$ cat src/rtl/vending_fsm_param.sv
// Single-product vending controller: accumulates coin credit, vends at PRICE and pays change
// as a stream of hopper beats. Define VEND_CANCEL_EN to add the cancel/refund port.
module vending_fsm_param #(
    parameter int unsigned PRICE    = 4,
    parameter int unsigned MAX_COIN = 4,
    parameter int unsigned COIN_W   = 3,
    parameter int unsigned CREDIT_W = 4,
    parameter int unsigned CHG_COIN = 1
) (
    input  logic                clk,
    input  logic                rst_n,
    input  logic                coin_valid,
    input  logic [COIN_W-1:0]   coin_val,
    output logic                coin_ready,
    output logic                coin_reject,
    output logic                vend,
    input  logic                vend_ack,
    output logic                change_valid,
    output logic [COIN_W-1:0]   change_val,
    input  logic                change_ready,
`ifdef VEND_CANCEL_EN
    input  logic                cancel,
`endif
    output logic [CREDIT_W-1:0] credit
);

    typedef enum logic [1:0] {
        StCollect = 2'd0,
        StVend    = 2'd1,
        StChange  = 2'd2
    } state_e;

    localparam logic [CREDIT_W:0]   PriceW   = (CREDIT_W+1)'(PRICE);
    localparam logic [COIN_W-1:0]   MaxCoinW = COIN_W'(MAX_COIN);
    localparam logic [CREDIT_W-1:0] ChgCoinW = CREDIT_W'(CHG_COIN);

    state_e              state_q, state_d;
    logic [CREDIT_W-1:0] credit_q, credit_d;
    logic                vend_q, vend_d;
    logic                change_valid_q, change_valid_d;
    logic [COIN_W-1:0]   change_val_q, change_val_d;
    logic                coin_reject_q, coin_reject_d;

    logic                cancel_req;
    logic [CREDIT_W:0]   sum;
    logic [CREDIT_W-1:0] remaining;

    // Largest coin the hopper may pay out of the amount still owed.
    function automatic logic [COIN_W-1:0] beat_val(input logic [CREDIT_W-1:0] owed);
        if (owed < ChgCoinW) begin
            return COIN_W'(owed);
        end
        return COIN_W'(ChgCoinW);
    endfunction

`ifdef VEND_CANCEL_EN
    assign cancel_req = cancel;
`else
    assign cancel_req = 1'b0;
`endif

    assign coin_ready = (state_q == StCollect) && !cancel_req;
    assign sum        = {1'b0, credit_q} + (CREDIT_W+1)'(coin_val);
    assign remaining  = credit_q - CREDIT_W'(change_val_q);

    always_comb begin
        state_d        = state_q;
        credit_d       = credit_q;
        vend_d         = vend_q;
        change_valid_d = change_valid_q;
        change_val_d   = change_val_q;
        coin_reject_d  = 1'b0;

        unique case (state_q)
            StCollect: begin
                if (cancel_req) begin
                    if (credit_q != '0) begin
                        state_d        = StChange;
                        change_valid_d = 1'b1;
                        change_val_d   = beat_val(credit_q);
                    end
                end else if (coin_valid && coin_val != '0) begin
                    if (coin_val > MaxCoinW) begin
                        coin_reject_d = 1'b1;
                    end else if (sum >= PriceW) begin
                        credit_d = CREDIT_W'(sum - PriceW);
                        vend_d   = 1'b1;
                        state_d  = StVend;
                    end else begin
                        credit_d = CREDIT_W'(sum);
                    end
                end
            end

            StVend: begin
                if (vend_ack) begin
                    vend_d = 1'b0;
                    if (credit_q != '0) begin
                        state_d        = StChange;
                        change_valid_d = 1'b1;
                        change_val_d   = beat_val(credit_q);
                    end else begin
                        state_d = StCollect;
                    end
                end
            end

            StChange: begin
                if (change_ready) begin
                    credit_d = remaining;
                    if (remaining == '0) begin
                        change_valid_d = 1'b0;
                        change_val_d   = '0;
                        state_d        = StCollect;
                    end else begin
                        change_val_d = beat_val(remaining);
                    end
                end
            end

            default: begin
                state_d        = StCollect;
                credit_d       = '0;
                vend_d         = 1'b0;
                change_valid_d = 1'b0;
                change_val_d   = '0;
            end
        endcase
    end

    always_ff @(posedge clk) begin
        if (!rst_n) begin
            state_q        <= StCollect;
            credit_q       <= '0;
            vend_q         <= 1'b0;
            change_valid_q <= 1'b0;
            change_val_q   <= '0;
            coin_reject_q  <= 1'b0;
        end else begin
            state_q        <= state_d;
            credit_q       <= credit_d;
            vend_q         <= vend_d;
            change_valid_q <= change_valid_d;
            change_val_q   <= change_val_d;
            coin_reject_q  <= coin_reject_d;
        end
    end

    assign credit       = credit_q;
    assign vend         = vend_q;
    assign change_valid = change_valid_q;
    assign change_val   = change_val_q;
    assign coin_reject  = coin_reject_q;

endmodule

$ cat config.mk
export PLATFORM = sky130hd
export DESIGN_NAME = vending_fsm_param
export DESIGN_NICKNAME = d
export VERILOG_FILES = /design/src/rtl/vending_fsm_param.sv
export SDC_FILE = /design/constraint.sdc
export NUM_CORES = 1
export LEC_CHECK = 0
export ABC_AREA = 0
export ABC_CLOCK_PERIOD_IN_PS = 3000
export BUFFER_PORTS_ARGS = -buffer_cell sky130_fd_sc_hd__buf_2
export CORE_MARGIN = 2
export CORE_UTILIZATION = 53
export DETAILED_ROUTE_END_ITERATION = 16
export GPL_TIMING_DRIVEN = 0
export PLACE_DENSITY = 0.78
export SLEW_MARGIN = 15
export SYNTH_ARGS = -nofsm -noshare
export SYNTH_HDL_FRONTEND = slang
export SYNTH_SLANG_ARGS = --single-unit
$ cat constraint.sdc
create_clock -name clk -period 3 [get_ports clk]
set_input_delay 0.75 -clock clk [delete_from_list [all_inputs] [get_ports clk]]
set_output_delay 0.75 -clock clk [all_outputs]
set_load 0.01 [all_outputs]
Yosys cells after proc, flatten, opt, wreduce, memory -nomap -nowiden
Cells that the tools add are included.

Flip-flop bits (word level): 12. Output and inout port bits: 11. Logic and storage cells: 77.

$add $sub $neg: 3. $lt $le $gt $ge: 4. Eq/ne operators: 9. Mux-type cells: 41. Bitwise gates (word level): 3. Reductions and logical operators: 11.

Operator list (number): $mux W3 (8); $mux W1 (17); $mux W4 (4); $mux W2 (7); $pmux W4 S3 (1); $ne A2 B2 Y1 const B (5); $reduce_and A5 Y1 (2); $pmux W3 S3 (1); $lt A4 B1 Y1 const B (2); $reduce_and A4 Y1 (2); $pmux W1 S3 (2); $pmux W2 S3 (1); $reduce_and A6 Y1 (1); $add A4 B3 Y5 (1); $ge A5 B3 Y1 const B (1); $logic_not A4 Y1 (1); $ne A2 B1 Y1 const B (2); $reduce_bool A4 Y1 (1); $sub A4 B3 Y4 (1); $sub A4 B3 Y4 const B (1); $gt A3 B3 Y1 const B (1); $not A1 Y1 (3); $reduce_and A3 Y1 (1); $reduce_bool A3 Y1 (1); other kinds (4) (4).

Logic depth before layout (Yosys ltp)
Gate-level depths: netlist of run 1.

Depth after elaboration: 10. Gate-level depth with buffers: 9. Gate-level depth less buffers: 9.

Least setup slack after synthesis of run 1
Ideal clock, no wire load.

Path kind: input to register. From: input port coin_val[0]. To: register state_q[0]. Setup time: 0.119 ns. Arrival: 2.544 ns. Data required time: 2.881 ns. Setup slack: 0.338 ns. Stages on the path: 8. Buffers on the path: 0. Cell sequence: ha_1 -> fa_1 -> xor2_1 -> ha_1 -> a221oi_1 -> a311o_1 -> a31o_2 -> mux2i_1.

Cells in the longest elaborated chain, start to end: 4.

Ends and longest elaborated chain: start: declaration (RTL line 13) `input logic [COIN_W-1:0] coin_val,`; $add A4 B3 Y5 / $reduce_bool A3 Y1 (equally long branches) (RTL line 63, 82); $ge A5 B3 Y1 / $logic_and A1 B1 Y1 (equally long branches) (RTL line 85, 82); $ne A2 B1 Y1 (no source line); $reduce_and A6 Y1 (no source line) *; end signal: assignment (RTL line 133) `state_q <= StCollect;`; end signal: assignment (RTL line 140) `state_q <= state_d;`; end: declaration (RTL line 37) `state_e state_q, state_d;`.

Mark *: on every way between the ends. The rest lies on a longest branch, timed or not. A chain may end at the register's enable or synchronous reset.

Worst setup path in the final report of run 1
From: input port coin_val[0]. To: register state_q[1].

Same word-level chain as after synthesis.

==> results of run 1 <==
## logic make-up after synthesis
group	after synthesis	share of synthesized area, %
fa+ha+maj	12	18.1
buf+inv	15	8.92
compound gates	26	20.9
simple gates	33	18.8
mux	2	2.19
flops	12	26.3
xor+xnor	5	4.80
## cell type report
type,count,area [um^2],share of cell area [%]
Multi-Input combinational cell,78,591,56.1
Timing Repair Buffer,17,85.1,8.08
Inverter,10,37.5,3.56
Clock buffer,4,36.3,3.44
Buffer,5,43.8,4.16
Sequential cell,12,240,22.8
Tap cell,16,20.0,1.90
## sequential cells by signal, indices dropped and copies added (netlist names)
register and cells:
credit 4, change_valid 1, change_val 3, vend 1, state_q 2, coin_reject 1
## cells in the mapped netlist
library cell	instances	area share (%)
a21boi_0	1	0.82
or4_4	1	1.2
nand2b_1	1	0.69
nor2b_1	2	1.4
a21o_1	2	1.6
clkbuf_1	1	0.41
fa_1	2	4.4
dfxtp_1	12	26
o2111ai_1	1	0.96
mux2i_1	2	2.2
nor3_1	2	1.1
a211o_1	1	0.96
nand3b_1	1	0.82
a31oi_1	2	1.4
and3_2	2	1.6
a31o_2	1	0.96
a21oi_1	3	1.6
o211ai_1	1	0.82
xor2_1	3	2.9
o21ai_0	4	2.2
ha_1	10	14
o211a_1	2	2.2
o31ai_1	2	1.6
nor2_1	4	1.6
nor3b_1	1	0.82
xnor2_1	2	1.9
and2b_1	1	0.82
nand2_1	12	4.9
a221oi_1	1	0.96
or3_1	1	0.69
a22oi_1	2	1.6
inv_1	10	4.1
buf_6	2	2.5
nand3_1	4	2.2
a311o_1	1	1.1
a32oi_1	2	1.9
or4_1	1	0.82
dlygate4sd1_1	2	1.9
## through the flow
stage | instance area, um^2 | hold slack [ns]
after CTS | 1050 | 0.495
final | 1050 | 0.490
after global placement | 1020 | 0.469
after detailed placement | 1020 | 0.481
after global routing | 1050 | 0.521
after floorplan | 912 | 0.455
## report_power, final
part | leakage (nW) | internal (mW) | switching, mW
combinational | 0.419 | 0.287 | 0.363
clock | 0.0210 | 0.0738 | 0.0590
sequential | 0.0981 | 0.204 | 0.0449
total | 0.538 | 0.565 | 0.467
## worst register-to-register path, stage by stage, from the launching register on
cell      delay (ns)
dfxtp_1         0.48
ha_1            0.29
a21o_1          0.16
a21oi_1         0.16
xor2_1          0.25
ha_1            0.19
a221oi_1        0.09
a311o_1         0.41
a31o_2          0.25
mux2i_1         0.12
## worst max-delay path by stage
stage	end	depth (start not counted)
5_1_grt	state_q[1]	9
3_5_place_dp	state_q[1]	9
3_3_place_gp	state_q[1]	9
2_1_floorplan	state_q[0]	8
6_report	state_q[1]	9
4_1_cts	state_q[1]	9
## routing by layer
| layer | global-route usage [%] | wire length [um] | vias to the layer above |
|---|---|---|---|
| met5 | 0 | 0 | - |
| met4 | 8.24 | 19 | 0 |
| met3 | 3.57 | 98 | 4 |
| met2 | 36.6 | 900 | 28 |
| met1 | 27.9 | 935 | 394 |
| li1 | - | - | 419 |
==> impl_metrics.py, run 1 <==
metrics = {
    "cells_and_area": {
        "layout_common_cells": "17 x buf_2, 12 x nand2_1, 12 x dfxtp_1, 10 x inv_1, 10 x ha_1",
        "n_antenna_cell": 0,
        "layout_commonest_cell": "buf_2",
        "syn_to_final_growth_pct": 15.5,
        "num-fill-cells": 148,
        "layoutNonFillerInstCount": 142,
        "final_util_pct": 67.6,
        "drive_gt1_share_pct": 21.4,
        "nNetsFinal": 147,
    },
    "die": {
        "dieWidth_um": 45.5,
        "start_util_pct": 58.5,
        "die-area_mm2": 0.00207,
        "num_io_pins": 19,
        "die_y_um": 45.5,
        "core-area_mm2": 0.00156,
        "num_rows": 14,
    },
    "power_and_ir_drop": {
        "power_mw": 1.03,
        "p_leak_nw": 0.538,
        "p_per_area_mw_per_mm2": 979,
        "ir_worst_vdd_mv": 0.645,
    },
    "global_route": {
        "grt_max_degree": 11,
        "antenna_found_initial": 0,
        "grt_pass1_vias": 772,
        "grt_usage_pct": 21.9,
        "overflow": 0,
        "grt_pass1_wl_mm": 3.28,
    },
    "place": {
        "dp_slack_ns": 0.0496,
        "dp_hpwl_mm": 1.53,
        "dpl.cell_count": 138,
        "gp_congestion": 0.813,
        "port_buffers": 17,
    },
    "worst_setup_path": {
        "crit_start": "coin_val[0]",
        "startpoint_type": "input port",
        "crit_chain": "buf_2 -> ha_1 -> fa_1 -> xor2_1 -> ha_1 -> a221oi_1 -> a311o_1 -> a31o_2 -> mux2i_1",
        "cpMostUsedCell": "ha_1",
        "cp_data_arrival_time_ns": 2.85,
        "required_ns": 3.17,
        "crit_path_end_kind": "flop",
        "r2r-start": "credit[1]",
        "cp_top_family": "adder cells",
        "reg2reg_slack_ns": 0.48,
        "r2r_end": "state_q[1]",
        "max_stage_delay_ns": 0.43,
        "crit_type": "input port to flop",
        "worst_r2r_path_depth": 9,
        "critPathSlowestCell": "fa_1",
        "cp_num_buf_inv": 1,
        "cp_max_fo": 3,
    },
    "sta": {
        "finalSetupViolations": 0,
        "max_slew_margin_pct": 47.1,
        "tightest_slew_ns": 0.787,
        "min_period_ns": 2.68,
        "hold_viol": 0,
        "finClkSkew_ns": 0.00677,
        "max_clock_freq_mhz": 373,
        "fin_tns_setup_ns": 0,
        "rsz0062_at_grt": "false",
        "drv_slew": 0,
        "fin_crit_sh_pct": 89.5,
        "setup_slack_ns": 0.316,
    },
    "worst_hold_path": {
        "hold_path_depth": 2,
        "hold_class": "flop to flop",
        "min_from": "state_q[1]",
        "min_to": "state_q[1]",
    },
    "drt": {
        "drt-initial-drc-count": 22,
        "dr.pass1.iters": 4,
        "wl_mm": 1.95,
        "ant_nets": 0,
        "vias": 845,
        "drc": 0,
        "vias_per_cell": 5.95,
        "avgRoutedWirePerCell_um": 13.8,
    },
    "clock_tree": {
        "clk-insertion-delay-late_ns": 0.28,
        "cts_buffers": 3,
        "postCtsSetupBuffers": 0,
        "clk_path_buf_depth": 2,
        "tritoncts": "done",
        "cts.sinks": 12,
        "path_clk_slew_ns": 0.08,
        "cts.htree.levels": 1,
        "root_buffer": "clkbuf_4",
        "cts_resized": 0,
        "ctsHoldBuffers": 0,
    },
    "status": {
        "status": "finished, final reports clean",
    },
    "flow_run": {
        "cap_violations": 0,
    },
    "yosys": {
        "ys.warnings.count": 0,
        "seq_area_frac_synth_pct": 26.3,
        "synth-seq-cells": 12,
        "ys_types": 38,
        "syn_area_per_cell_um2": 8.69,
        "synth_cells": 105,
        "synth_area_um2": 912,
        "synth_nets": 125,
    },
}
(Power assumes the default switching activity.)
==> run 2, diff against run 1 <==
--- a/config.mk
+++ b/config.mk
@@ -6,13 +6,14 @@
 export NUM_CORES = 1
 export LEC_CHECK = 0
 export ABC_AREA = 0
-export ABC_CLOCK_PERIOD_IN_PS = 3000
+export ABC_CLOCK_PERIOD_IN_PS = 3500
 export BUFFER_PORTS_ARGS = -buffer_cell sky130_fd_sc_hd__buf_2
 export CORE_MARGIN = 2
-export CORE_UTILIZATION = 53
+export CORE_UTILIZATION = 57
 export DETAILED_ROUTE_END_ITERATION = 16
 export GPL_TIMING_DRIVEN = 0
-export PLACE_DENSITY = 0.78
+export PLACE_DENSITY = 0.83
+export REMOVE_ABC_BUFFERS = 1
 export SLEW_MARGIN = 15
 export SYNTH_ARGS = -nofsm -noshare
 export SYNTH_HDL_FRONTEND = slang
==> constraint.sdc (replaced) <==
create_clock -name clk -period 3.5 [get_ports clk]
set_input_delay 0.875 -clock clk [delete_from_list [all_inputs] [get_ports clk]]
set_output_delay 0.875 -clock clk [all_outputs]
set_load 0.01 [all_outputs]
==> impl_metrics.py, run 2 (same netlist as run 1, synthesis figures left out) <==
metrics = {
    "sta": {
        "hold_viol": 0,
        "drv_slew": 0,
        "fin_crit_sh_pct": 82.2,
        "finalSetupViolations": 0,
        "tightest_slew_ns": 0.788,
        "max_clock_freq_mhz": 347,
        "whs_ns": 0.487,
        "finClkSkew_ns": 0.00333,
        "rsz0062_at_grt": "false",
        "max_slew_margin_pct": 47.1,
        "fin_tns_setup_ns": 0,
        "min_period_ns": 2.88,
    },
    "worst_setup_path": {
        "cp_max_fo": 3,
        "crit_start": "coin_val[1]",
        "crit_path_end_kind": "flop",
        "cp.depth": 10,
        "max_stage_delay_ns": 0.42,
        "r2r-start": "credit[1]",
        "critical_path.endpoint": "state_q[1]",
        "cp_top_family": "compound AO/OA/AOI/OAI gates",
        "startpoint_type": "input port",
        "cp_data_arrival_time_ns": 3.04,
        "critPathSlowestCell": "a311o_1",
        "r2r_end": "state_q[1]",
        "worst_r2r_path_depth": 9,
        "required_ns": 3.67,
        "crit_type": "input port to flop",
        "reg2reg_slack_ns": 0.85,
        "cpMostUsedCell": "ha_1",
        "cp_num_buf_inv": 1,
        "crit_chain": "buf_2 -> ha_1 -> a21o_1 -> a21oi_1 -> xor2_1 -> ha_1 -> a221oi_1 -> a311o_1 -> a31o_2 -> mux2i_1",
    },
    "flow_run": {
        "cap_violations": 0,
    },
    "die": {
        "die-area_mm2": 0.00194,
        "start_util_pct": 60.5,
        "core-area_mm2": 0.00151,
        "num_io_pins": 19,
        "die_y_um": 44,
        "num_rows": 14,
        "dieWidth_um": 44,
    },
    "drt": {
        "vias_per_cell": 5.97,
        "ant_nets": 0,
        "dr.pass1.iters": 4,
        "avgRoutedWirePerCell_um": 13.8,
        "vias": 818,
        "wl_mm": 1.89,
        "drc": 0,
        "drt-initial-drc-count": 15,
    },
    "power_and_ir_drop": {
        "power_mw": 0.848,
        "ir_worst_vdd_mv": 0.562,
        "p_leak_nw": 0.507,
        "p_per_area_mw_per_mm2": 847,
    },
    "place": {
        "dpl.cell_count": 134,
        "port_buffers": 18,
        "gp_congestion": 0.867,
        "dp_hpwl_mm": 1.45,
    },
    "clock_tree": {
        "postCtsSetupBuffers": 0,
        "cts_buffers": 3,
        "clk-insertion-delay-late_ns": 0.28,
        "clk_path_buf_depth": 2,
        "cts_resized": 0,
        "path_clk_slew_ns": 0.07,
        "cts.htree.levels": 1,
        "tritoncts": "done",
        "root_buffer": "clkbuf_4",
        "ctsHoldBuffers": 0,
        "cts.sinks": 12,
    },
    "cells_and_area": {
        "num-fill-cells": 130,
        "layout_commonest_cell": "buf_2",
        "n_antenna_cell": 0,
        "drive_gt1_share_pct": 20.7,
        "layoutNonFillerInstCount": 137,
        "syn_to_final_growth_pct": 9.74,
        "final_util_pct": 66.4,
        "nNetsFinal": 143,
        "layout_common_cells": "18 x buf_2, 12 x nand2_1, 12 x dfxtp_1, 10 x inv_1, 10 x ha_1",
        "largest_reg_flops": 4,
    },
    "global_route": {
        "grt_pass1_vias": 743,
        "grt_usage_pct": 22.3,
        "antenna_found_initial": 0,
        "grt_max_degree": 19,
        "grt_pass1_wl_mm": 3.18,
        "overflow": 0,
    },
    "worst_hold_path": {
        "hold_path_depth": 2,
        "hold_class": "flop to flop",
    },
    "status": {
        "status": "finished, final reports clean",
    },
}
-- run 2: report_power, final --
group	leakage, nW	switching, mW	internal (mW)
logic	0.395	0.304	0.236
registers	0.0981	0.0480	0.175
clock network	0.0138	0.0460	0.0399
-- run 2: area by class of cell --
class	count	area, um^2	area share [%]
well taps	16	20.0	2.00
repair buffers	18	90.1	9.00
inverters	10	37.5	3.75
clock buffers	3	22.5	2.25
multi-input cells	78	591	59.0
flip-flops and latches	12	240	24.0
-- run 2: worst min path at each step --
| stage | slack, ns | startpoint | to |
|---|---|---|---|
| final | 0.49 | state_q[0] | state_q[0] |
| after global routing | 0.51 | state_q[1] | state_q[1] |
| after CTS | 0.49 | state_q[0] | state_q[0] |
| after detailed placement | 0.48 | state_q[0] | state_q[0] |
| after global placement | 0.47 | state_q[0] | state_q[0] |
| after floorplan | 0.45 | state_q[1] | state_q[1] |
-- run 2: metal layers --
layer / up-vias / wire, um / GRT usage (%)
met5: - / 0 / 0
met2: 21 / 867 / 35.0
met4: 0 / 53 / 13.9
li1: 411 / - / -
met1: 379 / 874 / 27.6
met3: 7 / 95 / 4.58
-- run 2: worst reg2reg max path: cells and delay by family (launching register included) --
family                   cells  cell delay, ns
AO/OA/AOI/OAI                5            1.15
multiplexers                 1            0.12
XOR/XNOR                     1            0.28
adder cells (fa/ha/maj)      2            0.51
flip-flops                   1            0.49
-- run 2: per-stage QoR --
stage	setup WS [ns]	cell area, um^2
finish	0.622	1000
global route	0.560	1000
floorplan	0.705	868
CTS	0.700	1000
global placement	0.492	978
detailed placement	0.417	978
==> run 3, diff against run 2 <==
--- a/config.mk
+++ b/config.mk
@@ -6,13 +6,13 @@
 export NUM_CORES = 1
 export LEC_CHECK = 0
 export ABC_AREA = 0
-export ABC_CLOCK_PERIOD_IN_PS = 3500
+export ABC_CLOCK_PERIOD_IN_PS = 2700
 export BUFFER_PORTS_ARGS = -buffer_cell sky130_fd_sc_hd__buf_2
 export CORE_MARGIN = 2
-export CORE_UTILIZATION = 57
+export CORE_UTILIZATION = 53
 export DETAILED_ROUTE_END_ITERATION = 16
 export GPL_TIMING_DRIVEN = 0
-export PLACE_DENSITY = 0.83
+export PLACE_DENSITY = 0.78
 export REMOVE_ABC_BUFFERS = 1
 export SLEW_MARGIN = 15
 export SYNTH_ARGS = -nofsm -noshare
==> constraint.sdc (replaced) <==
create_clock -name clk -period 2.7 [get_ports clk]
set_input_delay 0.675 -clock clk [delete_from_list [all_inputs] [get_ports clk]]
set_output_delay 0.675 -clock clk [all_outputs]
set_load 0.01 [all_outputs]
==> impl_metrics.py, run 3 (same netlist as run 1, synthesis figures left out) <==
metrics = {
    "power_and_ir_drop": {
        "power_mw": 1.13,
        "ir_worst_vdd_mv": 0.587,
        "p_per_area_mw_per_mm2": 1100,
        "p_leak_nw": 0.517,
    },
    "worst_setup_path": {
        "max_stage_delay_ns": 0.43,
        "cp_data_arrival_time_ns": 2.73,
        "crit_chain": "buf_2 -> ha_1 -> fa_1 -> xor2_2 -> ha_1 -> a221oi_2 -> a311o_1 -> a31o_2 -> mux2i_1",
        "cpMostUsedCell": "ha_1",
        "cp_top_family": "adder cells",
        "crit_type": "input port to flop",
        "cp_num_buf_inv": 1,
        "critPathSlowestCell": "fa_1",
        "startpoint_type": "input port",
        "required_ns": 2.85,
        "reg2reg_slack_ns": 0.26,
        "crit_path_end_kind": "flop",
        "cp_max_fo": 3,
    },
    "clock_tree": {
        "cts.htree.levels": 1,
        "cts_buffers": 3,
        "clk_path_buf_depth": 2,
        "tritoncts": "done",
        "cts.sinks": 12,
        "clk-insertion-delay-late_ns": 0.27,
        "root_buffer": "clkbuf_4",
        "path_clk_slew_ns": 0.06,
        "ctsHoldBuffers": 0,
    },
    "sta": {
        "whs_ns": 0.487,
        "drv_slew": 0,
        "max_clock_freq_mhz": 387,
        "hold_viol": 0,
        "tightest_slew_ns": 0.751,
        "max_slew_margin_pct": 49.5,
        "finClkSkew_ns": 0.0141,
        "finalSetupViolations": 0,
        "fin_crit_sh_pct": 95.7,
        "setup_slack_ns": 0.116,
        "rsz0062_at_grt": "false",
        "min_period_ns": 2.58,
    },
    "global_route": {
        "grt_usage_pct": 18.8,
        "grt_max_degree": 19,
        "overflow": 0,
        "grt_pass1_wl_mm": 2.83,
        "antenna_found_initial": 0,
        "grt_pass1_vias": 681,
    },
    "cells_and_area": {
        "nNetsFinal": 144,
        "largest_reg_flops": 4,
        "drive_gt1_share_pct": 25.4,
        "n_antenna_cell": 0,
        "multi_input_area_um2": 616,
        "layout_common_cells": "18 x buf_2, 12 x nand2_1, 11 x dfxtp_1, 10 x inv_1, 10 x ha_1",
        "syn_to_final_growth_pct": 13.4,
        "layout_commonest_cell": "buf_2",
        "num-fill-cells": 145,
        "final_util_pct": 66.4,
        "area.sequential_um2": 241,
        "fin_area_mm2": 0.00103,
    },
    "drt": {
        "avgRoutedWirePerCell_um": 12.6,
        "dr.pass1.iters": 4,
        "ant_nets": 0,
        "vias_per_cell": 5.75,
        "wl_mm": 1.74,
        "vias": 794,
        "drc": 0,
        "drt-initial-drc-count": 17,
    },
    "place": {
        "placed_area_um2": 978,
        "dp_slack_ns": -0.168,
        "dp_hpwl_mm": 1.37,
        "gp_congestion": 0.851,
        "port_buffers": 18,
    },
    "flow_run": {
        "cap_violations": 0,
    },
    "die": {
        "num_rows": 14,
        "die_y_um": 45.5,
        "start_util_pct": 58.5,
        "dieWidth_um": 45.5,
        "num_io_pins": 19,
        "core-area_mm2": 0.00156,
        "die-area_mm2": 0.00207,
    },
    "worst_hold_path": {
        "hold_class": "flop to flop",
    },
    "status": {
        "status": "finished, final reports clean",
    },
}
-- run 3: layout make-up --
class,instances,share of cell area (%)
repair buffers,19,9.43
well taps,16,1.93
flip-flops and latches,12,23.3
inverters,10,3.63
clock buffers,3,2.18
multi-input cells,78,59.5
-- run 3: path summary, 6_finish.rpt --
path	from	endpoint	cells past startpoint
worst max-delay path	coin_val[0]	state_q[1]	9
worst max register to register	credit[0]	state_q[1]	8
worst min register to register	state_q[0]	state_q[0]	2
worst min-delay path	state_q[0]	state_q[0]	2
-- run 3: per-layer routing --
layer / wire, um / GRT usage, %
met3: 79 / 2.38
met1: 896 / 25.7
met5: 0 / 0
met4: 11 / 7.06
met2: 751 / 29.9
-- run 3: timing repair --
item	in CTS	in global routing
setup buffers	0	1
setup endpoints to repair	0	3
resized for setup	0	5
-- run 3: worst register-to-register path, delay by kind of cell, from the launching register on --
kind | cells | cell delay [ns]
compound gates | 3 | 0.74
fa+ha+maj | 3 | 0.85
xor+xnor | 1 | 0.25
flops | 1 | 0.36
mux | 1 | 0.12
-- run 3: through the flow --
| stage | cells | setup TNS (ns) |
|---|---|---|
| after floorplan | 100 | 0 |
| after global placement | 134 | -0.287 |
| after detailed placement | 134 | -0.405 |
| after CTS | 137 | 0 |
| after global routing | 138 | 0 |
| final | 138 | 0 |
-- run 3: report_power, final --
part	total (mW)	switching (mW)	internal (mW)
sequential	0.292	0.0644	0.228
combinational	0.732	0.398	0.335
clock	0.109	0.0571	0.0515
total	1.13	0.519	0.614
